## config.mk

```make
export PLATFORM = sky130hd
export DESIGN_NAME = vedic_16x16_seq
export DESIGN_NICKNAME = d
export VERILOG_FILES = /design/src/rtl/vedic_pkg.sv /design/src/rtl/vedic_8x8.sv /design/src/rtl/vedic_16x16_seq.sv
export SDC_FILE = /design/constraint.sdc
export NUM_CORES = 1
export LEC_CHECK = 0
export CAP_MARGIN = 25
export CORE_MARGIN = 2
export CORE_UTILIZATION = 50
export CTS_CLUSTER_SIZE = 30
export DETAILED_ROUTE_END_ITERATION = 8
export PLACE_DENSITY_LB_ADDON = 0.2
export SYNTH_ARGS = -nofsm -noshare
export SYNTH_HDL_FRONTEND = slang
export SYNTH_HIERARCHICAL = 1
export SYNTH_SLANG_ARGS = --single-unit
```

## constraint.sdc

```tcl
create_clock -name clk -period 9.4 [get_ports clk]
set_input_delay 0.94 -clock clk [delete_from_list [all_inputs] [get_ports clk]]
set_output_delay 0.94 -clock clk [all_outputs]
set_load 0.1 [all_outputs]
```

## src/rtl/vedic_pkg.sv

```systemverilog
// Shared state encoding, partial-product indices and shift amounts for the
// time-shared vedic 16x16 multiplier.
package vedic_pkg;

  localparam logic [2:0] S_IDLE = 3'd0;
  localparam logic [2:0] S_PP0  = 3'd1;
  localparam logic [2:0] S_PP1  = 3'd2;
  localparam logic [2:0] S_PP2  = 3'd3;
  localparam logic [2:0] S_PP3  = 3'd4;
  localparam logic [2:0] S_DONE = 3'd5;

  typedef enum logic [2:0] {
    ST_IDLE = S_IDLE,
    ST_PP0  = S_PP0,
    ST_PP1  = S_PP1,
    ST_PP2  = S_PP2,
    ST_PP3  = S_PP3,
    ST_DONE = S_DONE
  } state_e;

  // Index bit 1 selects the a-half, bit 0 selects the b-half.
  localparam logic [1:0] PP0_IDX = 2'd0;
  localparam logic [1:0] PP1_IDX = 2'd1;
  localparam logic [1:0] PP2_IDX = 2'd2;
  localparam logic [1:0] PP3_IDX = 2'd3;

  localparam logic [4:0] PP0_SHIFT = 5'd0;
  localparam logic [4:0] PP1_SHIFT = 5'd8;
  localparam logic [4:0] PP2_SHIFT = 5'd8;
  localparam logic [4:0] PP3_SHIFT = 5'd16;

  function automatic logic [4:0] pp_shift(input logic [1:0] idx);
    case (idx)
      PP0_IDX: return PP0_SHIFT;
      PP1_IDX: return PP1_SHIFT;
      PP2_IDX: return PP2_SHIFT;
      PP3_IDX: return PP3_SHIFT;
      default: return PP0_SHIFT;
    endcase
  endfunction

  function automatic state_e pp_state(input logic [1:0] idx);
    case (idx)
      PP0_IDX: return ST_PP0;
      PP1_IDX: return ST_PP1;
      PP2_IDX: return ST_PP2;
      PP3_IDX: return ST_PP3;
      default: return ST_PP0;
    endcase
  endfunction

  function automatic logic [1:0] pp_index(input state_e st);
    case (st)
      ST_PP1:  return PP1_IDX;
      ST_PP2:  return PP2_IDX;
      ST_PP3:  return PP3_IDX;
      default: return PP0_IDX;
    endcase
  endfunction

  function automatic logic pp_live(input logic [15:0] a, input logic [15:0] b,
                                   input logic [1:0] idx);
    logic [7:0] ah;
    logic [7:0] bh;
    ah = idx[1] ? a[15:8] : a[7:0];
    bh = idx[0] ? b[15:8] : b[7:0];
    return (ah != 8'h00) && (bh != 8'h00);
  endfunction

  // Lowest partial product at or after 'first' that must be computed; DONE if none.
  function automatic state_e seek_pp(input logic [2:0] first, input logic [15:0] a,
                                     input logic [15:0] b, input logic skip);
    state_e nxt;
    nxt = ST_DONE;
    for (int i = 3; i >= 0; i--) begin
      if ((3'(i) >= first) && (!skip || pp_live(a, b, 2'(i)))) begin
        nxt = pp_state(2'(i));
      end
    end
    return nxt;
  endfunction

endpackage

```

## src/rtl/vedic_8x8.sv

```systemverilog
// Combinational 8x8 unsigned vedic multiplier: four 4x4 vertical/crosswise
// products combined at their nibble weights.
module vedic_8x8 (
  input  logic [7:0]  a_i,
  input  logic [7:0]  b_i,
  output logic [15:0] p_o
);

  logic [7:0] q0_s;
  logic [7:0] q1_s;
  logic [7:0] q2_s;
  logic [7:0] q3_s;

  assign q0_s = {4'h0, a_i[3:0]} * {4'h0, b_i[3:0]};
  assign q1_s = {4'h0, a_i[7:4]} * {4'h0, b_i[3:0]};
  assign q2_s = {4'h0, a_i[3:0]} * {4'h0, b_i[7:4]};
  assign q3_s = {4'h0, a_i[7:4]} * {4'h0, b_i[7:4]};

  assign p_o = {8'h00, q0_s} + {4'h0, q1_s, 4'h0} + {4'h0, q2_s, 4'h0} + {q3_s, 8'h00};

endmodule

```

## src/rtl/vedic_16x16_seq.sv

```systemverilog
// Sequential 16x16 unsigned multiplier sharing one vedic_8x8 core over four
// partial-product cycles, with valid/ready handshakes on both sides.
module vedic_16x16_seq
  import vedic_pkg::*;
#(
  parameter bit SKIP_ZERO = 1'b0
) (
  input  logic        clk,
  input  logic        rst,
  input  logic        in_valid,
  output logic        in_ready,
  input  logic [15:0] a,
  input  logic [15:0] b,
  output logic        out_valid,
  input  logic        out_ready,
  output logic [31:0] out,
  output logic        busy
);

  state_e      state_q;
  state_e      state_d;
  logic [15:0] a_q;
  logic [15:0] a_d;
  logic [15:0] b_q;
  logic [15:0] b_d;
  logic [31:0] acc_q;
  logic [31:0] acc_d;
  logic [31:0] out_q;
  logic [31:0] out_d;
  logic        in_ready_q;
  logic        out_valid_q;
  logic        busy_q;
  logic [1:0]  pp_idx_s;
  logic [7:0]  core_a_s;
  logic [7:0]  core_b_s;
  logic [15:0] prod_s;

  assign pp_idx_s = pp_index(state_q);
  assign core_a_s = pp_idx_s[1] ? a_q[15:8] : a_q[7:0];
  assign core_b_s = pp_idx_s[0] ? b_q[15:8] : b_q[7:0];

  vedic_8x8 u_core (
    .a_i (core_a_s),
    .b_i (core_b_s),
    .p_o (prod_s)
  );

  // Next-state, operand capture and accumulation.
  always_comb begin
    state_d = state_q;
    a_d     = a_q;
    b_d     = b_q;
    acc_d   = acc_q;
    case (state_q)
      ST_IDLE: begin
        if (in_valid && in_ready_q) begin
          a_d     = a;
          b_d     = b;
          acc_d   = 32'h0000_0000;
          state_d = seek_pp(3'd0, a, b, SKIP_ZERO);
        end else begin
          state_d = ST_IDLE;
        end
      end
      ST_PP0, ST_PP1, ST_PP2, ST_PP3: begin
        acc_d   = acc_q + ({16'h0000, prod_s} << pp_shift(pp_idx_s));
        state_d = seek_pp({1'b0, pp_idx_s} + 3'd1, a_q, b_q, SKIP_ZERO);
      end
      ST_DONE: begin
        if (out_ready) begin
          state_d = ST_IDLE;
        end else begin
          state_d = ST_DONE;
        end
      end
      default: begin
        state_d = ST_IDLE;
      end
    endcase
    // The result register follows the accumulator only while DONE is entered or held.
    out_d = (state_d == ST_DONE) ? acc_d : out_q;
  end

  // State, datapath and registered handshake outputs.
  always_ff @(posedge clk) begin
    if (rst) begin
      state_q     <= ST_IDLE;
      a_q         <= 16'h0000;
      b_q         <= 16'h0000;
      acc_q       <= 32'h0000_0000;
      out_q       <= 32'h0000_0000;
      in_ready_q  <= 1'b1;
      out_valid_q <= 1'b0;
      busy_q      <= 1'b0;
    end else begin
      state_q     <= state_d;
      a_q         <= a_d;
      b_q         <= b_d;
      acc_q       <= acc_d;
      out_q       <= out_d;
      in_ready_q  <= (state_d == ST_IDLE);
      out_valid_q <= (state_d == ST_DONE);
      busy_q      <= (state_d != ST_IDLE);
    end
  end

  assign in_ready  = in_ready_q;
  assign out_valid = out_valid_q;
  assign out       = out_q;
  assign busy      = busy_q;

endmodule

```

==> results.md <==
* Routability Congestion at 0.935
* Detail Route Antenna Nets at 0
* Final Hold Viols at 0
* Slew Limit Headroom at 30.8%
* DR pass1 iterations at 5
* Min-delay worst type: reg2reg
* Sinks on Clock Net at 102
* Layout net count at 1358
* Number of buffers created by CTS at 9
* Fraction of layout cells with a size suffix above 1 at 12.7%
* Power Density at 163 nW/µm²
* Drt drc at 0
* Sum Neg Setup Slack at 0 ns
* CP Max Fanout at 8
* Vias in the first global route at 7745
* Distinct cells, synth at 72
* Top_reg_cell synth: dfxtp_1
* Crit. End Element: register
* PortBufs at 70
* Critical Path Max Stage Delay at 0.58 ns
* Yosys warns at 6
* Sequential area share after synthesis at 23.6%
* Ys async rst share at 0%
* CTS Hold Bufs at 0
* Worst IR Drop VDD at 175 µV
* Total gr overflow at 0
* Reg clk slew, reported paths at 0.08 ns
* Slowest-stage cell, CP: or4_4
* DP HPWL at 17600 µm
* CP most frequent cell: inv_1
* Core area at 17100 µm²
* Root Buffer: clkbuf_16
* RSZ-0062 raised after global routing: no
* EDFF count, synth at 0
* Maxcap violations at 0
* Main area contributors after synthesis: dfxtp_1 (24%), ha_1 (15%), a21oi_1 (6.2%)
* Worst EP arrival at 9.14 ns
* Outcome: complete, no violations
* Area of the multi-input gates at 6280 µm²
* Final setup fails at 0
* Fillers at 1589
* Clk buf depth at 2
* Mean Syn Cell Area at 8.04 µm²
* Die area at 18400 µm²
* Most common library cells after synthesis: nand2_1 (131), a21oi_1 (107), ha_1 (105), dfxtp_1 (102), nor2_1 (75)
* Sequential cell area at 2040 µm²
* Core Rows at 48
* Cell with the most instances after synthesis: nand2_1
* Routed via count at 7990
* Minimum clock period at 8.90 ns
* Yosys reg bits at 102
* Max Slew Vio Count at 0
* Top cell type's share of synthesized area at 23.6%
* Number of H-tree levels at 3
* First-pass GRT wire length at 37300 µm
* Overall Global Routing Usage at 25.4%
* Via/cell ratio at 5.62
* Actual slew at the worst max-slew pin at 1.03 ns
* WL final at 22700 µm
* Routed length per instance at 16.0 µm
* Lkg Pwr at 4.91 nW
* Crit start category: register
* Max frequency at 0.112 GHz
* Post-synthesis cell area at 8660 µm²
* CTS tree: yes
* Largest net degree at the start of global routing at 80
* Clk_lat worst skew at 0.37 ns
* Initial Util at 50.6%
* Non-Filler Instances at 1422
* Mapped Nets at 1243
* Area growth syn-to-layout at 21.2%
* Chip width at 136 µm
* Syn Inst Count at 1077
* Die Ht at 136 µm
* Worst Skew at 0.0129 ns
* I/O Pins at 71
* Placed insts at 1403
* Initial antenna violation count at 0
* Critical path class: reg2reg
* Critical Path RT at 9.64 ns
* Initial DRC count at 497
* Period utilisation layout at 94.7%
* N_diodes at 0
* Area leader, netlist: dfxtp_1
==> state kept, by name (all words and copies together), names as in the netlist <==
signal and cells:
acc_q 32, out 32, a_q 16, b_q 16
state_q 3, busy 1, in_ready 1, out_valid 1
==> area by class of cell <==
| type | instances | share of cell area, % |
|---|---|---|
| multi-input combinational | 860 | 59.9 |
| clock inverter | 7 | 0.787 |
| inverter | 63 | 2.25 |
| clock buffer | 9 | 2.15 |
| timing repair buffer | 156 | 12.8 |
| sequential | 102 | 19.5 |
| tap | 225 | 2.68 |
==> cells by family after synthesis <==
group	count (synthesis)	share of synthesized area, %
compound gates	294	22.2
xor+xnor	46	4.65
fa+ha+maj	130	21.0
buf+inv	115	5.07
flops	102	23.6
mux	29	3.60
simple gates	361	19.9
==> repair_timing <==
action | 4_1_cts | 5_1_grt
endpoints found under the setup margin | 0 | 32
setup buffers | 0 | 3
resized for setup | 0 | 18
==> layer usage <==
layer | vias to the layer above | global-route usage, % | routed length (µm)
li1 | 4042 | - | -
met1 | 3674 | 31.9 | 10300
met2 | 210 | 43.0 | 10500
met3 | 64 | 3.74 | 966
met4 | 0 | 11.6 | 895
met5 | - | 0 | 0
==> stage by stage <==
step                      util (%)  instance area (µm²)  power, W  setup slack [ns]  hold WS [ns]
after floorplan                  -                 8660   0.00107             0.216         0.433
after global placement        58.9                10100   0.00130            -0.143         0.440
after detailed placement      58.9                10100   0.00131            -0.350         0.444
after CTS                     60.7                10400   0.00171            0.0259         0.455
after global routing          61.3                10500   0.00181            0.0349         0.476
final                         61.3                10500   0.00171             0.501         0.456
==> worst paths after layout <==
path                   start      end  slack [ns]  depth (start not counted)
setup / recovery  state_q[1]  out[23]        0.50                         39
hold / removal       b_q[13]  b_q[13]        0.46                          2
setup reg to reg  state_q[1]  out[23]        0.50                         39
hold reg to reg      b_q[13]  b_q[13]        0.46                          2
==> critical path: cells and delay by family, from the launching register on <==
kind	cells	cell delay (ns)
flops	1	0.39
fa+ha+maj	9	3.54
simple gates	8	1.63
xor+xnor	3	0.61
mux	2	0.37
buf+inv	8	0.67
compound gates	9	1.54
==> report_power, final <==
part           total (W)  switching [W]  internal [W]
combinational   0.000797       0.000532      0.000265
clock           0.000399       0.000206      0.000193
sequential      0.000518      0.0000312      0.000487
total            0.00171       0.000769      0.000944
==> layout by cell type (no fill, tap or decap), types with 4 or more instances in the layout <==
cell / count
nor2b_1: 12
a21oi_1: 103
a22oi_1: 17
a21oi_2: 5
mux2_2: 16
xor2_1: 14
nand2b_1: 5
or4_1: 5
buf_4: 86
ha_1: 102
nand2_1: 131
dfxtp_1: 101
a211oi_1: 15
clkdlybuf4s50_1: 68
nand3_1: 21
or3_1: 9
and2_1: 52
o21bai_1: 11
a32oi_1: 4
inv_1: 63
clkbuf_16: 9
fa_1: 25
o21ai_0: 39
nor2_1: 75
nand4_1: 11
nor3_1: 17
o21a_1: 11
xnor2_1: 30
and3_1: 7
a22o_1: 8
mux2i_1: 12
a31oi_1: 7
a21o_1: 22
(Power assumes the default switching activity.)
